===== config.mk =====
export PLATFORM = sky130hd
export DESIGN_NAME = piso_tx_flat
export DESIGN_NICKNAME = d
export VERILOG_FILES = /design/src/rtl/piso_if.sv /design/src/rtl/piso_tx.sv /design/src/flat_wrapper.sv
export SDC_FILE = /design/constraint.sdc
export NUM_CORES = 1
export LEC_CHECK = 0
export ABC_CLOCK_PERIOD_IN_PS = 1390
export BUFFER_PORTS_ARGS = -buffer_cell sky130_fd_sc_hd__buf_2
export CAP_MARGIN = 20
export CORE_MARGIN = 2
export CORE_UTILIZATION = 45
export CTS_BUF_LIST = sky130_fd_sc_hd__clkbuf_8
export DETAILED_ROUTE_END_ITERATION = 7
export PLACE_DENSITY = 0.65
export SLEW_MARGIN = 20
export SYNTH_ARGS = -nofsm -noshare
export SYNTH_HDL_FRONTEND = slang
export SYNTH_SLANG_ARGS = --single-unit

===== constraint.sdc =====
create_clock -name clk -period 1.39 [get_ports clk]
set_input_delay 0.0695 -clock clk [delete_from_list [all_inputs] [get_ports clk]]
set_output_delay 0.0695 -clock clk [all_outputs]
set_load 0.05 [all_outputs]

===== src/rtl/piso_if.sv =====
// piso_if: parallel-load handshake and serial output bundle for piso_tx
//  d       parallel word to transmit
//  ld      load request, honoured only while rdy=1
//  clr     synchronous abort
//  rdy     transmitter idle, can accept a word
//  so      serial data bit, 0 whenever so_vld=0
//  so_vld  so carries a valid bit this cycle
//  done    one-cycle pulse after the last bit of a word
interface piso_if #(parameter int W = 8);
  logic [W-1:0] d;
  logic ld, clr, rdy, so, so_vld, done;
  modport master(output d, ld, clr, input rdy, so, so_vld, done);
  modport slave(input d, ld, clr, output rdy, so, so_vld, done);
endinterface


===== src/rtl/piso_tx.sv =====
// piso_tx: parallel-in/serial-out transmitter, one bit per clock with done pulse
//  clk    clock, all state changes on posedge
//  rst_b  synchronous active-low reset
//  s      piso_if slave: d/ld/clr in, rdy/so/so_vld/done out
module piso_tx #(
  parameter int W = 8,
  parameter bit MSB_FIRST = 0
) (
  input logic clk,
  input logic rst_b,
  piso_if.slave s
);
  localparam int CW = $clog2(W + 1);
  typedef enum logic [1:0] {IDLE, SHIFT, DONE} state_t;
  state_t state, state_n;
  logic [W-1:0] shreg, shreg_n;
  logic [CW-1:0] cnt, cnt_n;
  always_ff @(posedge clk) begin
    if (!rst_b) begin
      state <= IDLE;
      shreg <= '0;
      cnt <= '0;
    end else begin
      state <= state_n;
      shreg <= shreg_n;
      cnt <= cnt_n;
    end
  end
  always_comb begin
    state_n = state;
    shreg_n = shreg;
    cnt_n = cnt;
    if (s.clr) begin
      state_n = IDLE;
      shreg_n = '0;
      cnt_n = '0;
    end else begin
      case (state)
        IDLE: if (s.ld) begin
          state_n = SHIFT;
          shreg_n = s.d;
          cnt_n = CW'(W);
        end
        SHIFT: begin
          // shift toward the output end, zero-filling behind
          shreg_n = MSB_FIRST ? shreg << 1 : shreg >> 1;
          cnt_n = cnt - 1'b1;
          state_n = cnt == CW'(1) ? DONE : SHIFT;
        end
        DONE: state_n = IDLE;
        default: state_n = IDLE;
      endcase
    end
  end
  assign s.rdy = state == IDLE;
  assign s.so_vld = state == SHIFT;
  assign s.done = state == DONE;
  assign s.so = s.so_vld & (MSB_FIRST ? shreg[W-1] : shreg[0]);
endmodule

===== src/flat_wrapper.sv =====
// flat-port wrapper written by rule: the top's interface ports become plain ports
module piso_tx_flat 
#(
  parameter int W = 8,
  parameter bit MSB_FIRST = 0
)
  (clk, rst_b, s_d, s_ld, s_clr, s_rdy, s_so, s_so_vld, s_done);
  piso_if #(.W(W)) s_i ();
  input logic clk;
  input logic rst_b;
  input wire logic [$bits(s_i.d)-1:0] s_d;
  input wire logic [$bits(s_i.ld)-1:0] s_ld;
  input wire logic [$bits(s_i.clr)-1:0] s_clr;
  output wire logic [$bits(s_i.rdy)-1:0] s_rdy;
  output wire logic [$bits(s_i.so)-1:0] s_so;
  output wire logic [$bits(s_i.so_vld)-1:0] s_so_vld;
  output wire logic [$bits(s_i.done)-1:0] s_done;
  assign s_i.d = s_d;
  assign s_i.ld = s_ld;
  assign s_i.clr = s_clr;
  assign s_rdy = s_i.rdy;
  assign s_so = s_i.so;
  assign s_so_vld = s_i.so_vld;
  assign s_done = s_i.done;
  piso_tx #(.W(W), .MSB_FIRST(MSB_FIRST)) u_core (.clk(clk), .rst_b(rst_b), .s(s_i));
endmodule

* After elaboration in Yosys (flattened, before gate mapping)
Cells that the tools add are included.
** Storage, ports and cells
- Flip-flop bits (word level) :: 14
- Input port bits :: 12
- Output and inout bits :: 4
- Word-level logic and storage cells :: 21
** Operators by class
- Add/sub/neg operators :: 1
- Equal/unequal tests :: 4
- Muxes and demuxes :: 7
- Bitwise operators :: 2
- Reductions and logical operators :: 4
** Operators by type and width (count)
- 8-bit one-hot mux with 2 select lines :: 1
- 8-bit two-way mux :: 1
- 4-bit one-hot mux with 2 select lines :: 1
- 4-bit by 1-bit equality test with 1-bit output, second input constant :: 1
- 2-bit two-way mux :: 2
- 4-bit two-way mux :: 1
- 2-bit one-hot mux with 2 select lines :: 1
- 4-bit by 1-bit subtractor with 4-bit output, second input constant :: 1
- 2-bit by 1-bit equality test with 1-bit output, second input constant :: 1
- 2-bit equality test, second input constant :: 1
- 2-bit logical NOT :: 1
- 2-bit inequality test, second input constant :: 1
- 2-bit AND reduction :: 1
- 2-bit nonzero test :: 1
- 2-bit OR reduction :: 1
- 1-bit bitwise AND :: 1
- 1-bit inverter :: 1

* Longest topological paths before layout
Gate-level depths: netlist of run 1.
- Word-level depth :: 3
- Depth in mapped cells :: 5
- Depth with buffers taken out :: 5

* Worst setup path after synthesis of run 1
No wires, ideal clock.
- Path kind :: reg2reg
- Start :: register u_core.state[1]
- End :: register u_core.shreg[7]
- Setup time :: 0.067 ns
- Arrival :: 1.443 ns
- Data required time :: 1.323 ns
- Path slack :: -0.120 ns
- Stages on the path, launching flop included :: 5
- Path buffers :: 1
- Clock period less this slack :: 1.510 ns
- Path through :: dfxtp_1 > buf_2 > nor2_1 > a32oi_1 > nor2_1
** Between the ends
- Longest elaborated chain between the ends :: 3
- Elaborated cells between the ends (all ways) :: 6
- Those cells by class :: eq/ne: 2; mux: 1; reduce/logical: 3
** Ends and longest elaborated chain
- from (decl) :: line piso_tx.sv:15 : state_t state, state_n;
- from (signal assigned) :: line piso_tx.sv:24 : state <= state_n;
- 2-bit logical NOT *
- named net s_rdy :: line flat_wrapper.sv:14 : output wire logic [$bits(s_i.rdy)-1:0] s_rdy;
- 2-bit inequality test (no source line) / 2-bit nonzero test (equally long branches)
- 2-bit AND reduction (no source line)
- to (signal assigned) :: line piso_tx.sv:25 : shreg <= shreg_n;
- to (decl) :: line piso_tx.sv:16 : logic [W-1:0] shreg, shreg_n;
Mark *: on every way through the listed nets, which the timed path passes. The rest lies on a longest branch.
A chain may end at the register's enable or synchronous reset.

* Final worst setup path of run 1
- Start :: register u_core.state[1]
- End :: output port s_done
** Between the ends
- Longest elaborated chain between the ends :: 1
** Ends and longest elaborated chain
- 2-bit equality test :: line piso_tx.sv:57 : assign s.done = state == DONE;
- to (decl) :: line flat_wrapper.sv:17 : output wire logic [$bits(s_i.done)-1:0] s_done;
No other way between the ends.

==> summary.txt, run 1 <==
layout cell share with drive strength beyond 1 -> 28.1%
Avg Cell Area, Syn -> 9.10 µm²
Setup Viol. Count Final -> 0
number of max-cap violations -> 0
Largest stage delay, worst path -> 450 ps
CP Capture Type -> primary output
die footprint -> 0.00196 mm²
Worst-path clk slew -> 50 ps
async set-or-reset flop fraction in the synthesized netlist -> 0%
final slew viol count -> 0
Clock Skews -> 0.623 ps
Final min period -> 1320 ps
Synth-to-Final Area Change -> 18.6%
Initial DRT Pass Iterations -> 4
CTS tree -> done
total CTS buffers -> 3
pre-CTS setup slack -> 168 ps
Worst R2R Path Depth -> 3
Routed Wire Length -> 1.40 mm
CTS Buffer Depth -> 2
post-CTS sizing -> 0
Post-DP HPWL -> 1.02 mm
number of clock sinks -> 14
clock root cell -> clkbuf_8
Ys Warns -> 0
Reg-to-Reg Start -> u_core.state[1]$_SDFFE_PP0P_
number of port buffers -> 15
pwr/cell area -> 1020 mW/mm²
Post-synth top cells -> 14 x dfxtp_1, 12 x nor2_1, 11 x nor2b_1, 8 x a21oi_1, 7 x o221a_1
r2r setup slk -> 180 ps
Routed Antenna Nets -> 0
crit share post-route -> 94.9%
cells along the critical path -> buf_4 -> nor2b_1 -> clkbuf_4
Final Hold Vio Count -> 0
number of flops mapped to enable cells by yosys -> 0
CP required -> 1320 ps
hold path cells -> 3
Fill cells -> 137
largest net degree at the start of global routing -> 11
Worst setup SP type -> flop
Synth Cell Area -> 728 µm²
Tightest Pin Transition -> 395 ps
wire length per cell -> 12.5 µm
Synth area leader -> dfxtp_1
most frequent cell after synthesis -> dfxtp_1
Peak VDD IR -> 481 µV
first-pass GRT wire length -> 2.43 mm
maximum clock frequency -> 0.758 GHz
maximum level of the CTS H-tree -> 1
worst rel slew slack -> 73.7%
DIE HEIGHT -> 44.2 µm
drt drc -> 0
synth top area cells -> dfxtp_1 38%, o221a_1 11%, nor2b_1 9.5%
Starting Density -> 48.3%
hold_buf cts -> 0
Slowest-stage cell, CP -> dfxtp_1
Worst Path Max Fanout -> 7
Distinct cells, synth -> 25
DR iter-0 viols -> 5
Worst Path Arrival -> 1250 ps
Die W -> 44.2 µm
Crit Path Class -> reg2out
via/cell ratio -> 5.58
leak pwr -> 0.000364 µW
Setup WS post-layout -> 70.6 ps
I/O pin total -> 16
Synthesized Nets -> 94
Post-Synthesis Cells -> 80
routability cong. -> 0.733
worst hold endpoint -> u_core.shreg[7]$_SDFFE_PP0P_
Clock Latency Late Sink -> 240 ps
share of the synthesized area in the top cell type -> 38.5%
n_diodes -> 0
core region area -> 0.00151 mm²
Seq/Total Area, Yosys -> 38.5%
Fin Setup TNS -> 0 ps
worst r2r dst -> u_core.cnt[3]$_SDFFE_PP0P_
Row Count -> 14
initial antenna violation count -> 0
total global routing overflow -> 0
ys flop type -> dfxtp_1
worst min path class -> in2reg
status -> finished clean
Hold Startpoint -> s_d[7]
RSZ-0062 raised after global routing -> false
nets -> 112
#FFs+latches synth -> 14
GRT Util Overall -> 16.9%
Post-CTS Setup Inserts -> 0
vias post-DR -> 625
Design Power -> 882 µW
vias in the first global route -> 595
## flip-flops by register name, indices dropped and copies added (netlist names)
name          cells
u_core.shreg      8
u_core.cnt        4
u_core.state      2
## routing by layer
layer  vias up  track usage (%)  wire length (µm)
li1        320                -                 -
met1       292             21.8               704
met2        11             26.5               630
met3         2             3.67                52
met4         0             9.09                16
met5         -                0                 0
## logic make-up (layout without fill, tap and decap cells)
logic type / after synthesis / count (layout) / share of synthesized area [%]
AND/OR/NAND/NOR: 31 / 31 / 22.9
AO/OA/AOI/OAI: 23 / 23 / 26.8
flip-flops: 14 / 14 / 38.5
buffers and inverters: 10 / 26 / 8.42
adder cells (fa/ha/maj): 2 / 2 / 3.44
## power by group
part / switching (µW) / leakage (µW) / total, µW / internal (µW)
logic: 66.6 / 0.000228 / 124 / 57.0
clock network: 137 / 0.0000216 / 328 / 192
registers: 11.8 / 0.000115 / 430 / 419
## cells in the final DEF (no fill, tap or decap)
master | synthesis | routed
dfxtp_1 | 14 | 13
buf_2 | 3 | 12
nor2b_1 | 11 | 11
nor2_1 | 12 | 11
a21oi_1 | 8 | 8
o221a_1 | 7 | 7
buf_4 | 1 | 5
inv_1 | 3 | 3
clkbuf_8 | 0 | 3
clkbuf_4 | 0 | 3
o21ai_0 | 2 | 2
nor3_1 | 2 | 2
ha_1 | 2 | 2
nor2_2 | 0 | 1
and2_1 | 1 | 1
o21ba_1 | 1 | 1
nand2b_1 | 1 | 1
o21bai_4 | 1 | 1
a22oi_1 | 1 | 1
a211oi_2 | 1 | 1
a311oi_1 | 1 | 1
nand3b_1 | 1 | 1
nor3b_1 | 1 | 1
and3_1 | 1 | 1
a32oi_1 | 1 | 1
and4_1 | 1 | 1
dfxtp_2 | 0 | 1
## worst max path at each step
stage / start / cells after the start / slack, ps / to
final: u_core.state[1]$_SDFFE_PP0P_ / 3 / 70 / s_done
after global routing: u_core.state[1]$_SDFFE_PP0P_ / 3 / 5 / s_done
after CTS: u_core.state[0]$_SDFFE_PP0P_ / 3 / 40 / s_so_vld
after detailed placement: u_core.state[1]$_SDFFE_PP0P_ / 3 / 170 / u_core.cnt[3]$_SDFFE_PP0P_
after global placement: u_core.state[1]$_SDFFE_PP0P_ / 3 / 230 / u_core.cnt[3]$_SDFFE_PP0P_
after floorplan: u_core.state[1]$_SDFFE_PP0P_ / 2 / 90 / s_done
## critical path, delay by kind of cell (launching register included)
kind / cells / cell delay, ps
AND/OR/NAND/NOR: 1 / 130
buffers and inverters: 2 / 430
flip-flops: 1 / 450
## cell type report
type	instances	area (µm²)	share of cell area, %
inverter	3	11.3	1.30
timing repair buffer	20	120	13.9
multi-input combinational	56	389	45.1
sequential	14	282	32.6
tap	16	20.0	2.32
clock buffer	3	41.3	4.78
## per-stage QoR
step | cells | util [%] | hold slack, ps | instance area (µm²)
6_report | 112 | 57.3 | 92.7 | 863
3_3_place_gp | 109 | 54.0 | 335 | 813
2_1_floorplan | 80 | - | 242 | 731
4_1_cts | 112 | 56.7 | 91.0 | 855
3_5_place_dp | 109 | 54.0 | 345 | 813
5_1_grt | 112 | 57.3 | 137 | 863
Note: power is estimated with default switching activity, not from simulation.
==> inputs of run 2 (changes only) <==
- PLACE_DENSITY: 0.65 -> 0.75
==> summary.txt, run 2 (synthesis results as in run 1) <==
Peak VDD IR -> 646 µV (+34%)
DR iter-0 viols -> 4 (-1)
status -> finished clean
Initial DRT Pass Iterations -> 4 (unchanged)
Clock Skews -> 2.24 ps (+1.62 ps)
maximum level of the CTS H-tree -> 1 (unchanged)
Final min period -> 1300 ps (-15.3 ps)
RSZ-0062 raised after global routing -> false
total global routing overflow -> 0 (unchanged)
Worst setup SP type -> flop
Biggest register -> u_core.shreg
layout cell share with drive strength beyond 1 -> 28.1% (unchanged)
maximum clock frequency -> 0.767 GHz (+1.2%)
Starting Density -> 48.3% (unchanged)
final slew viol count -> 0 (unchanged)
core region area -> 0.00151 mm² (unchanged)
first-pass GRT wire length -> 2.39 mm (-1.4%)
total CTS buffers -> 3 (unchanged)
Post-DP HPWL -> 958 µm (-5.8%)
I/O pin total -> 16 (unchanged)
commonest cells after routing, fill and taps aside -> 14 x buf_2, 14 x dfxtp_1, 11 x nor2_1
largest registers -> u_core.shreg: 8 flops, u_core.cnt: 4 flops, u_core.state: 2 flops
CP required -> 1320 ps (about the same)
CP Capture Type -> primary output
vias post-DR -> 602 (-3.7%)
Worst-path clk slew -> 60 ps (about the same)
length of routed met3 wiring -> 65 µm (+25%)
leak pwr -> 0.000365 µW (+0.26%)
worst rel slew slack -> 75.4% (+1.7 points)
n_diodes -> 0 (unchanged)
Setup Viol. Count Final -> 0 (unchanged)
clock root cell -> clkbuf_8
nets -> 112 (unchanged)
vias in the first global route -> 568 (-4.5%)
Met1 Routed Length -> 668 µm (-5.1%)
number of clock sinks -> 14 (unchanged)
DIE HEIGHT -> 44.2 µm (unchanged)
wire length per cell -> 12.0 µm (-4.2%)
die footprint -> 0.00196 mm² (unchanged)
number of max-cap violations -> 0 (unchanged)
CTS Buffer Depth -> 2 (unchanged)
Final Hold Vio Count -> 0 (unchanged)
Clock Latency Late Sink -> 240 ps (about the same)
met2 routed WL -> 578 µm (-8.3%)
crit share post-route -> 93.8% (-1.1 points)
GRT Util Overall -> 17.3% (+0.37 points)
Tightest Pin Transition -> 369 ps (-25.8 ps)
CTS tree -> done
number of port buffers -> 15 (unchanged)
pwr/cell area -> 1020 mW/mm² (+0.14%)
pre-CTS setup slack -> 211 ps (+43.5 ps)
Crit Path Class -> reg2out
worst min path class -> in2reg
Post-CTS Setup Inserts -> 0 (unchanged)
routability cong. -> 0.739 (+0.85%)
Synth-to-Final Area Change -> 18.0%
Routed Antenna Nets -> 0 (unchanged)
max reg flops -> 8 (unchanged)
Worst Path Max Fanout -> 7 (unchanged)
initial antenna violation count -> 0 (unchanged)
top sig layer -> met4
Setup WS post-layout -> 85.9 ps (+15.3 ps)
Worst Path Arrival -> 1230 ps (-20 ps)
Die W -> 44.2 µm (unchanged)
Row Count -> 14 (unchanged)
drt drc -> 0 (unchanged)
via/cell ratio -> 5.38 (-3.7%)
Routed Wire Length -> 1.34 mm (-4.2%)
Fin Setup TNS -> 0 ps (unchanged)
largest net degree at the start of global routing -> 14 (+3)
run 2: cell types whose count changed in the layout (fill, tap and decap cells not counted):
cell	change
nor2b_1	-1
buf_2	+2
nor2b_2	+1
clkbuf_4	-2
dfxtp_2	-1
dfxtp_1	+1
run 2: area by class of cell:
class                      instances  area, µm²
clock buffer                       3       41.3
fill                             144        647
inverter                           3       11.3
multi-input combinational         56        392
sequential                        14        280
tap                               16       20.0
timing repair buffer              20        115
run 2: power breakdown:
group | total [µW] | internal [µW] | switching (µW)
clock | 327 | 192 | 135
combinational | 123 | 56.6 | 66.3
sequential | 430 | 418 | 11.5
total | 880 | 667 | 213
run 2: through the flow:
| stage | cells | utilization [%] | hold slack [ps] | total power [µW] | cell area (µm²) |
|---|---|---|---|---|---|
| 2_1_floorplan | 80 | - | 242 | 531 | 731 |
| 3_3_place_gp | 109 | 54.0 | 343 | 558 | 813 |
| 3_5_place_dp | 109 | 54.0 | 360 | 562 | 813 |
| 4_1_cts | 112 | 56.9 | 101 | 897 | 857 |
| 5_1_grt | 112 | 57.1 | 117 | 929 | 860 |
| 6_report | 112 | 57.1 | 96.3 | 880 | 860 |
run 2: worst paths after layout:
path                           startpoint                      endpoint  slack [ps]  cells after the start
max reg2reg  u_core.state[0]$_SDFFE_PP0P_  u_core.shreg[3]$_SDFFE_PP0P_         200                      4
max          u_core.state[0]$_SDFFE_PP0P_                          s_so          90                      3
min reg2reg  u_core.shreg[7]$_SDFFE_PP0P_  u_core.shreg[7]$_SDFFE_PP0P_         500                      2
min                                s_d[7]  u_core.shreg[7]$_SDFFE_PP0P_         100                      3
run 2: timing repair:
item,4_1_cts,5_1_grt
setup endpoints to repair,1,1
hold endpoints to repair,0,0
hold buffers,0,0
gates resized for setup,1,1
run 2: worst max-delay path, cell delays in order, from the launching register on:
cell and delay [ps]:
dfxtp_1 410, nor2b_2 220, and2_1 140, clkbuf_4 220
run 2: routing by layer:
layer  global-route usage [%]  vias up
met5                        0        -
met4                     10.9        0
met3                     6.12        4
met2                     25.9       14
met1                     21.1      269
li1                         -      315
